**src/rtl/kudu_mem_cmd_mon.sv**
```systemverilog
// kudu_mem_cmd_mon: passive monitor on the core data-memory interface.
// Pairs every granted request with its in-order response, builds one
// mem_cmd_t record per completed transaction and buffers the records in a
// show-ahead FIFO that a DV checker drains through a valid/ready handshake.
//
// Ports:
//   clk_i, rst_i            clock, asynchronous active-high reset
//   data_*_i                observed bus (request, grant, response)
//   cmd_valid_o/cmd_ready_i record handshake towards the consumer
//   cmd_o                   FIFO head record (zero while the FIFO is empty)
//   drop_cnt_o              saturating count of records lost to a full FIFO
//   proto_err_o             sticky bus-protocol violation flag

package kudu_dv_pkg;

    // One completed bus transaction (175 bits).
    typedef struct packed {
        logic        we;
        logic [3:0]  be;
        logic        is_cap;
        logic [29:0] addr32;
        logic [64:0] wdata;
        logic [64:0] rdata;
        logic        err;
        logic [7:0]  flag;   // [7:3] grant seq, [2] misaligned, [1] tag map, [0] DRAM
    } mem_cmd_t;

endpackage

module kudu_mem_cmd_mon
    import kudu_dv_pkg::*;
#(
    parameter int unsigned OutstandingDepth = 2,
    parameter int unsigned FifoDepth        = 8,
    parameter logic [31:0] DRAMStartAddr    = 32'h8000_0000,
    parameter logic [31:0] TsMapStartAddr   = 32'h8300_0000
) (
    input  logic           clk_i,
    input  logic           rst_i,
    input  logic           data_req_i,
    input  logic           data_gnt_i,
    input  logic           data_we_i,
    input  logic [3:0]     data_be_i,
    input  logic [31:0]    data_addr_i,
    input  logic           data_is_cap_i,
    input  logic [64:0]    data_wdata_i,
    input  logic           data_rvalid_i,
    input  logic [64:0]    data_rdata_i,
    input  logic           data_err_i,
    output logic           cmd_valid_o,
    input  logic           cmd_ready_i,
    output mem_cmd_t       cmd_o,
    output logic [15:0]    drop_cnt_o
    ,
    output logic           proto_err_o
);

    localparam int unsigned PIW = (OutstandingDepth > 1) ? $clog2(OutstandingDepth) : 1;
    localparam int unsigned FIW = (FifoDepth > 1) ? $clog2(FifoDepth) : 1;

    // Pointers are {wrap, index}; the wrap bit separates full from empty.
    logic [PIW:0] pend_wr, pend_rd;
    logic [FIW:0] fifo_wr, fifo_rd;
    logic [4:0]   seq;

    mem_cmd_t pend_mem [OutstandingDepth];
    mem_cmd_t fifo_mem [FifoDepth];

    logic     pend_empty, pend_full, fifo_empty, fifo_full;
    logic     pend_pop, pend_push, fifo_pop, fifo_push, drop, proto_set;
    mem_cmd_t new_rec, done_rec;

    function automatic logic [PIW:0] pend_next(input logic [PIW:0] p);
        if (p[PIW-1:0] == PIW'(OutstandingDepth - 1)) return {~p[PIW], PIW'(0)};
        return {p[PIW], p[PIW-1:0] + PIW'(1)};
    endfunction

    function automatic logic [FIW:0] fifo_next(input logic [FIW:0] p);
        if (p[FIW-1:0] == FIW'(FifoDepth - 1)) return {~p[FIW], FIW'(0)};
        return {p[FIW], p[FIW-1:0] + FIW'(1)};
    endfunction

    assign pend_empty = (pend_wr == pend_rd);
    assign pend_full  = (pend_wr[PIW-1:0] == pend_rd[PIW-1:0]) && (pend_wr[PIW] != pend_rd[PIW]);
    assign fifo_empty = (fifo_wr == fifo_rd);
    assign fifo_full  = (fifo_wr[FIW-1:0] == fifo_rd[FIW-1:0]) && (fifo_wr[FIW] != fifo_rd[FIW]);

    // Handshake decisions; a same-cycle pop always frees the slot for a push.
    always_comb begin
        pend_pop  = data_rvalid_i && !pend_empty;
        pend_push = data_req_i && data_gnt_i && (!pend_full || pend_pop);
        fifo_pop  = !fifo_empty && cmd_ready_i;
        fifo_push = pend_pop && (!fifo_full || fifo_pop);
        drop      = pend_pop && fifo_full && !fifo_pop;
        proto_set = (data_rvalid_i && pend_empty) ||
                    (data_req_i && data_gnt_i && pend_full && !pend_pop);
    end

    // Address-phase record and completed record.
    always_comb begin
        new_rec         = '0;
        new_rec.we      = data_we_i;
        new_rec.be      = data_be_i;
        new_rec.is_cap  = data_is_cap_i;
        new_rec.addr32  = data_addr_i[31:2];
        new_rec.wdata   = data_wdata_i;
        new_rec.flag[0] = (data_addr_i >= DRAMStartAddr) && (data_addr_i < TsMapStartAddr);
        new_rec.flag[1] = (data_addr_i >= TsMapStartAddr);
        new_rec.flag[2] = (data_addr_i[1:0] != 2'b00) ||
                          (data_is_cap_i && (data_addr_i[2:0] != 3'b000));
        new_rec.flag[7:3] = seq;

        done_rec       = pend_mem[pend_rd[PIW-1:0]];
        done_rec.rdata = done_rec.we ? 65'(0) : data_rdata_i;
        done_rec.err   = data_err_i;
    end

    // Pointers, sequence number and status counters.
    always_ff @(posedge clk_i or posedge rst_i) begin
        if (rst_i) begin
            pend_wr     <= '0;
            pend_rd     <= '0;
            fifo_wr     <= '0;
            fifo_rd     <= '0;
            seq         <= '0;
            drop_cnt_o  <= '0;
            proto_err_o <= 1'b0;
        end else begin
            if (pend_push) begin
                pend_wr <= pend_next(pend_wr);
                seq     <= seq + 5'(1);
            end
            if (pend_pop)  pend_rd <= pend_next(pend_rd);
            if (fifo_push) fifo_wr <= fifo_next(fifo_wr);
            if (fifo_pop)  fifo_rd <= fifo_next(fifo_rd);
            if (drop && (drop_cnt_o != 16'hFFFF)) drop_cnt_o <= drop_cnt_o + 16'(1);
            if (proto_set) proto_err_o <= 1'b1;
        end
    end

    // Storage arrays; validity is carried entirely by the pointers.
    always_ff @(posedge clk_i) begin
        if (pend_push) pend_mem[pend_wr[PIW-1:0]] <= new_rec;
        if (fifo_push) fifo_mem[fifo_wr[FIW-1:0]] <= done_rec;
    end

    assign cmd_valid_o = !fifo_empty;
    assign cmd_o       = fifo_empty ? '0 : fifo_mem[fifo_rd[FIW-1:0]];

endmodule

```
**config.mk**
```make
export PLATFORM = sky130hd
export DESIGN_NAME = kudu_mem_cmd_mon
export DESIGN_NICKNAME = d
export VERILOG_FILES = /design/src/rtl/kudu_mem_cmd_mon.sv
export SDC_FILE = /design/constraint.sdc
export NUM_CORES = 1
export LEC_CHECK = 0
export ABC_AREA = 1
export CAP_MARGIN = 40
export CORE_ASPECT_RATIO = 0.9
export CORE_MARGIN = 1
export CORE_UTILIZATION = 44
export CTS_BUF_LIST = sky130_fd_sc_hd__clkbuf_8
export CTS_CLUSTER_DIAMETER = 100
export CTS_CLUSTER_SIZE = 12
export DETAILED_ROUTE_END_ITERATION = 6
export GPL_TIMING_DRIVEN = 0
export HOLD_SLACK_MARGIN = 0.15
export PLACE_DENSITY = 0.74
export SYNTH_ARGS = -nofsm -noshare
export SYNTH_HDL_FRONTEND = slang
export SYNTH_SLANG_ARGS = --single-unit
```
**constraint.sdc**
```tcl
create_clock -name clk_i -period 9 [get_ports clk_i]
set_input_delay 1.8 -clock clk_i [delete_from_list [all_inputs] [get_ports clk_i]]
set_output_delay 1.8 -clock clk_i [all_outputs]
set_load 0.005 [all_outputs]
```
# --- After elaboration in Yosys (flattened, before gate mapping) ---
# Memories as Yosys holds them, arrays and structs flattened.
# Index checks and enable logic that the tools add are counted.
# Widths: inputs -> output; s select.
classes:
  bitwise: 4
  n_reduce_logical: 31
  n_lt_le_gt_ge: 3
  eq_ne: 9
  mux: 22
  addsub: 6
ops:
  columns: ["op", "n"]
  rows:
  - ["$mux 175", 1]
  - ["$mux 65", 1]
  - ["$ge 32x32->1 const B", 2]
  - ["$lt 32x32->1 const B", 1]
  - ["$add 16x1->16 const B", 1]
  - ["$ne 16x16->1 const B", 1]
  - ["$logic_and 1x1->1", 15]
  - ["$mux 1", 14]
  - ["$mux 4", 2]
  - ["$reduce_and 2->1", 4]
  - ["$add 3x1->3 const B", 2]
  - ["$eq 3x3->1 const B", 2]
  - ["$logic_not 1->1", 6]
  - ["$mux 3", 2]
  - ["$add 5x1->5 const B", 1]
  - ["$eq 4x4->1", 1]
  - ["$logic_or 1x1->1", 4]
  - ["$mux 2", 2]
  - ["$not 1->1", 4]
  - ["$eq 3x3->1", 1]
  - ["$reduce_bool 3->1", 1]
  - ["$add 1x1->1 const B", 2]
  - ["$eq 2x2->1", 1]
  - ["$ne 1x1->1", 2]
  - ["2 further kinds", 2]
word_totals:
  ff_bits: 34
  memories: 2
  out_inout_bits: 193
  ramBits: 1618
mem_list:
  columns: ["memory", "words", "width", "read_ports", "rd_ports_with_merged_regs", "wr", "line_no", "rtl"]
  rows:
  - ["fifo_mem", 8, 175, 1, 0, 1, "67", "mem_cmd_t fifo_mem [FifoDepth];"]
  - ["pend_mem", 2, 109, 1, 0, 1, "66", "mem_cmd_t pend_mem [OutstandingDepth];"]

# --- Depth between registers and ports, before layout ---
# Gate-level depths: netlist of run 1.
logic_depth:
  ltp_word: 7
  ltp_mapped: 11

# --- Worst setup path after synthesis of run 1 ---
# Ideal clock, no wire load.
synth_path:
  kind: "input port to flip-flop"
  startpoint: "input data_rvalid_i"
  endpoint: "memory fifo_mem[1][0] (netlist name), enable pin"
  required_ns: 8.288
  t_arrival_ns: 9.535
  slack_ns: -1.248
  stages: 6
  cell_sequence: "nand2_4 -> inv_1 -> nand2_1 -> inv_1 -> nand2_1 -> nor2_1"
synth_between:
  elab_chain_cells: 4
synth_lines:
  columns: ["item", "line_no", "rtl"]
  rows:
  - ["start, declared", "47", "input logic data_rvalid_i,"]
  - ["$logic_and 1x1->1", "90", "pend_pop = data_rvalid_i && !pend_empty;"]
  - ["$logic_and 1x1->1", "93", "fifo_push = pend_pop && (!fifo_full || fifo_pop);"]
  - ["$mux 1", "144", "if (fifo_push) fifo_mem[fifo_wr[FIW-1:0]] <= done_rec;"]
  - ["$mux 1 (not written as such)", "144", null]
  - ["end, declared", "67", null]
# No other way between the ends.

==> results of run 1 <==
==> registers in the layout, summed over array words and instances (netlist names) <==
register	cells
fifo_rd	4
proto_err_o	1
pend_mem	218
fifo_wr	4
drop_cnt_o	16
pend_rd	2
pend_wr	2
seq	5
fifo_mem	1400
==> metal layers <==
metal / global-route usage (%) / share of wire (%)
met1: 31.6 / 39
met2: 37.2 / 47
met4: 9.45 / 3.6
met5: 0 / 0.026
met3: 5.03 / 11
==> power by group through the flow <==
| stage | Clock, mW | Sequential (mW) | Combinational (mW) |
|---|---|---|---|
| global placement | 0 | 11.3 | 10.5 |
| detailed placement | 0 | 10.7 | 11.1 |
| CTS | 4.09 | 10.6 | 11.2 |
| floorplan | 0 | 11.0 | 5.34 |
| global route | 4.36 | 10.7 | 12.1 |
| finish | 4.04 | 10.6 | 11.2 |
==> layout make-up <==
cell class / instances / area (um^2) / share of cell area [%]
Buffer: 325 / 1400 / 1.87
Multi-Input combinational cell: 2887 / 13200 / 17.7
Sequential cell: 1652 / 49400 / 66.2
Antenna cell: 6 / 15.0 / 0.0201
Clock buffer: 156 / 2150 / 2.87
Inverter: 98 / 378 / 0.506
Clock inverter: 39 / 262 / 0.350
Timing Repair Buffer: 444 / 5410 / 7.24
Tap cell: 1943 / 2430 / 3.25
==> Yosys cell counts (2+ instances only) <==
master,n
dfrtp_1,34
xnor2_1,7
buf_2,93
nand3_1,27
xor2_1,6
ha_1,6
inv_4,2
nand3b_1,2
o21ai_1,70
clkbuf_1,219
o21ai_0,809
nor2_1,1144
inv_1,95
nor2_8,2
nand4_1,9
a21oi_1,7
buf_1,2
nor3_1,2
nand2_4,5
buf_4,6
o22ai_1,350
nand2_1,430
nand2_2,2
buf_6,5
edfxtp_1,1618
==> cells by family after synthesis <==
logic type      Yosys count  share of synthesized area, %
flops                  1652                          76.8
simple gates           1629                          9.80
compound gates         1239                          10.3
buf+inv                 423                          2.75
xor+xnor                 13                         0.177
fa+ha+maj                 6                         0.117
==> final timing paths <==
check,endpoint,cells after the start
hold / removal,pend_rd[1],1
hold reg to reg,pend_rd[1],1
min in group asynchronous,drop_cnt_o[5],2
setup reg to reg,fifo_mem[1][56],14
setup / recovery,cmd_o[75],9
max in group asynchronous,seq[0],3
==> metrics by stage <==
step                      util, %  cell area [um^2]  instances
final                        51.7             74700       7550
after CTS                    51.7             74700       7544
after global placement       48.8             70500       7272
after floorplan                 -             64400       4962
after detailed placement     50.0             72300       7349
after global routing         51.7             74700       7547
==> reports/qor.txt, run 1 <==
Clock power share - 15.6%
Largest net degree at the start of global routing - 62
Sink Count - 1652
CP bufs+invs - 5
Final Hold Viols - 0
Core Footprint - 0.145 mm^2
Worst min path class - reg -> reg
RSZ-0062 raised after global routing - no
Slew headroom - 37.4%
Hold Startpoint - pend_rd[1]
Most common cell after layout, fill and taps aside - edfxtp_1
Port bufs - 367
Initial cell density of the core - 44.5%
Int Power - 15.7 mW
Max Clock Skew - 57.7 ps
Origin of the worst setup path - fifo_rd[0]
Min Tclk post-route - 6240 ps
Syn nets - 5143
Root Buffer - clkbuf_8
CP cell instances - buf_6 > inv_4 > buf_2 > clkbuf_1 > o21ai_0 > o22ai_1 > nor2_1 > nor2_1 > clkdlybuf4s50_1
Vias per cell - 5.63
Measured slew at the worst slew-check pin - 939 ps
Row count - 132
Number of synthesized flops with an enable pin - 1618
Initial drt markers - 5309
Crit. End Element - output pin
CP arrival - 4440 ps
Psw - 10.2 mW
Fmax - 160 MHz
Most frequent CP cell - nor2_1
Hold Slack - 491 ps
Synth Cell Area - 0.0644 mm^2
Register-to-register setup slack - 5220 ps
Critical path's slowest cell - clkdlybuf4s50_1
Dpl ws - 3800 ps
Vias in the first global route - 40900
I/O Pins - 368
CP Launch Type - flop
Post-route ant nets - 0
Initial antenna violation count - 18
Combinational power share - 43.5%
Syn Area/Cell - 13.0 um^2
CTS tree - done
Max-Cap Viols - 0
Crit Path Class - reg -> out
Via Count - 42500
Die ar. - 0.148 mm^2
Cell Pwr Density - 346 mW/mm^2
Final worst setup slack - 2760 ps
Tcrit/Tclk final - 69.3%
Detail Placement HPWL - 118 mm
Post-CTS Setup Bufs - 0
Area share of the largest cell type after synthesis - 75.5%
Synth top area cells - edfxtp_1, nor2_1, o21ai_0
First-pass GRT wire length - 257 mm
Leak - 25.0 nW
H-Tree Depth - 4
Layout fillers - 11800
Post-CTS Hold Buffers - 0
Final WL - 177 mm
Reg2reg start - fifo_rd[0]
Asr flop ratio synth - 2.06%
Cell type with the largest total area after synthesis - edfxtp_1
CP required - 7200 ps
Crit path max-delay family - buffers and inverters
Seq cells post-synth - 1652
Critical path fanouts, max - 11
Skew-Pair Late Insertion Delay - 930 ps
Nets - 5744
Synth unique cells - 35
Sw frac - 39.4%
DIE WIDTH - 405 um
DR WL/cell - 23.4 um
Clk pin slew, worst setup/hold paths - 80 ps
CTS buffer count - 155
Share of cells above drive strength 1 - 6.82%
Overall global routing resource usage - 23.5%
Post-synthesis cell count - 4962
Worst path max stage delay - 630 ps
Outcome - completed
Layout area overhead - 16.1%
Post_cts resized - 0
Seq/Total Area, Yosys - 76.8%
Synth Flop Type - edfxtp_1
Most frequent cells in the layout - edfxtp_1, nor2_1, o21ai_0
Congestion Overflow GR - 0
Pre-antenna DRT Iters - 6
CTS Buffer Depth - 3
Residual DRC count - 0
Warnings from Yosys - 0
Max Slew Vio Count - 0
Peak supply drop - 0.192 mV
Pwr Total - 25.9 mW
Final setup viols - 0
Die H - 365 um
RePlAce Congestion - 0.826
Setup TNS - 0 ps
Sequential share of power - 40.9%
Note: power is estimated with default switching activity, not from simulation.
==> run 2: changes to the inputs <==
- clock period: 9 -> 5.1 ns (I/O delays scaled with it)
==> run 2 against run 1 <==
Worst setup slack lost 2800 ps. Clock power grew 78%. Via count shrank 0.11%. Largest cell class unchanged.
==> reports/qor.txt, run 2 (synthesized netlist as in run 1, its figures left out) <==
Combinational power share - 43.6% (about the same)
CP required - 4080 ps (-3120 ps)
Final setup viols - 0 (unchanged)
Skew-Pair Late Insertion Delay - 940 ps (about the same)
Setup TNS - 0 ps (unchanged)
Dpl ws - 719 ps (-3080 ps)
Initial drt markers - 5162 (-2.8%)
Most common cell after layout, fill and taps aside - edfxtp_1
Share of cells above drive strength 1 - 7.43% (+0.61 points)
Congestion Overflow GR - 0 (unchanged)
CP Launch Type - flop
Pre-antenna DRT Iters - 6 (unchanged)
H-Tree Depth - 4 (unchanged)
Sequential share of power - 40.7% (-0.2 points)
Overall global routing resource usage - 23.6% (+0.11 points)
Outcome - completed
Die ar. - 0.148 mm^2 (unchanged)
First-pass GRT wire length - 258 mm (+0.10%)
Crit. End Element - output pin
I/O Pins - 368 (unchanged)
CTS tree - done
Most frequent CP cell - nand2_4
Largest net degree at the start of global routing - 61 (-1.6%)
Residual DRC count - 0 (unchanged)
CTS buffer count - 155 (unchanged)
Clk pin slew, worst setup/hold paths - 90 ps (about the same)
Int Power - 27.7 mW (+77%)
Critical path fanouts, max - 10 (-1)
Post-CTS Setup Bufs - 0 (unchanged)
Core Footprint - 0.145 mm^2 (unchanged)
Layout area overhead - 16.4%
Worst path max stage delay - 630 ps (about the same)
Cell Pwr Density - 612 mW/mm^2 (+77%)
Psw - 18.1 mW (+78%)
Tcrit/Tclk final - 99.8%
DIE WIDTH - 405 um (unchanged)
Sw frac - 39.5% (+0.085 points)
Vias per cell - 5.62 (-0.18%)
Leak - 25.2 nW (+0.54%)
CP cell instances - buf_6 > buf_8 > nand2_2 > nand2_4 > nor2_8 > nand2_4 > clkbuf_1 > o21ai_1 > nor2_1 > clkdlybuf4s50_1
Detail Placement HPWL - 118 mm (+0.15%)
Max-Cap Viols - 0 (unchanged)
Initial cell density of the core - 44.5% (unchanged)
Final Hold Viols - 0 (unchanged)
Row count - 132 (unchanged)
Final worst setup slack - 9.85 ps (-2750 ps)
DR WL/cell - 23.6 um (+0.96%)
CP arrival - 4070 ps (-370 ps)
Max Clock Skew - 47.9 ps (-9.79 ps)
Peak supply drop - 0.325 mV (+70%)
Crit Path Class - reg -> out
Max Slew Vio Count - 0 (unchanged)
Post-route ant nets - 0 (unchanged)
Min Tclk post-route - 5090 ps
Measured slew at the worst slew-check pin - 898 ps (-41.1 ps)
Max reg flops - 1400 (unchanged)
Root Buffer - clkbuf_8
CTS Buffer Depth - 3 (unchanged)
Final WL - 179 mm (+1.0%)
Worst min path class - in -> async
Nets - 5746 (+0.035%)
Sink Count - 1652 (unchanged)
Slew headroom - 40.1% (+2.7 points)
Most frequent cells in the layout - edfxtp_1, nor2_1, o21ai_0
Via Count - 42500 (-0.11%)
Port bufs - 367 (unchanged)
Vias in the first global route - 40700 (-0.43%)
Initial antenna violation count - 14 (-4)
Layout fillers - 11800 (+0.21%)
Critical path's slowest cell - clkdlybuf4s50_1
Die H - 365 um (unchanged)
Clock power share - 15.7% (about the same)
RePlAce Congestion - 0.827 (+0.11%)
Fmax - 196 MHz
## run 2: changes by cell type in the layout (fill, tap and decap cells not counted), sizes merged
cell	before	now
inv	130	136
clkbuf	375	380
diode	6	2
buf	183	181
clkinv	6	5
clkinvlp	1	2
## run 2: path summary, 6_finish.rpt
check | from | end | slack [ps] | depth (start not counted)
setup / recovery | fifo_rd[0] | cmd_o[2] | 10 | 10
max in group asynchronous | rst_i | seq[2] | 4050 | 3
hold / removal | rst_i | drop_cnt_o[7] | 500 | 2
min in group clk_i | pend_wr[1] | pend_wr[1] | 500 | 1
setup reg to reg | fifo_rd[0] | fifo_mem[7][122] | 1360 | 14
hold reg to reg | pend_wr[1] | pend_wr[1] | 500 | 1
## run 2: routing by layer
metal | global-route usage, % | wire, um | vias up
met5 | 0 | 61 | -
met4 | 8.57 | 5530 | 10
met3 | 5.25 | 18900 | 301
met2 | 37.8 | 85100 | 2309
met1 | 31.6 | 69000 | 20700
li1 | - | - | 19100
## run 2: timing repair
| item | 4_1_cts | 5_1_grt |
|---|---|---|
| hold buffers | 0 | 0 |
| gates resized for setup | 30 | 32 |
| endpoints found under the setup margin | 98 | 24 |
| cloned | 0 | 0 |
| pin swaps | 1 | 1 |
| hold endpoints to repair | 0 | 0 |
## run 2: power by group through the flow
| stage | clock [mW] | sequential, mW | combinational [mW] |
|---|---|---|---|
| 3_3_place_gp | 0 | 19.5 | 18.6 |
| 4_1_cts | 7.27 | 18.7 | 19.9 |
| 6_report | 7.18 | 18.7 | 20.0 |
| 2_1_floorplan | 0 | 19.1 | 9.43 |
| 3_5_place_dp | 0 | 19.0 | 19.7 |
| 5_1_grt | 7.74 | 18.8 | 21.4 |
## run 2: area by class of cell
class,instances,area [um^2],share of cell area [%]
diodes,2,5.00,0.00668
plain buffers,325,1470,1.96
well taps,1943,2430,3.25
repair buffers,446,5470,7.30
inverters,98,380,0.508
clock inverters,45,280,0.374
clock buffers,157,2160,2.89
flip-flops and latches,1652,49400,66.0
multi-input cells,2887,13300,17.7
## run 2: worst max-delay path: cells and delay by family (launching register included)
| kind | cells | cell delay, ps |
|---|---|---|
| AND/OR/NAND/NOR | 5 | 970 |
| flip-flops | 1 | 370 |
| AO/OA/AOI/OAI | 1 | 150 |
| buffers and inverters | 4 | 1590 |
## run 2: stage by stage
stage | hold WS, ps | instances | util (%) | power [mW] | cell area, um^2
finish | 495 | 7555 | 51.8 | 45.8 | 74900
global route | 523 | 7555 | 51.8 | 48.0 | 74900
CTS | 441 | 7553 | 51.8 | 45.8 | 74800
detailed placement | 484 | 7351 | 50.0 | 38.6 | 72300
global placement | 470 | 7272 | 48.8 | 38.1 | 70500
floorplan | 455 | 4962 | - | 28.6 | 64400
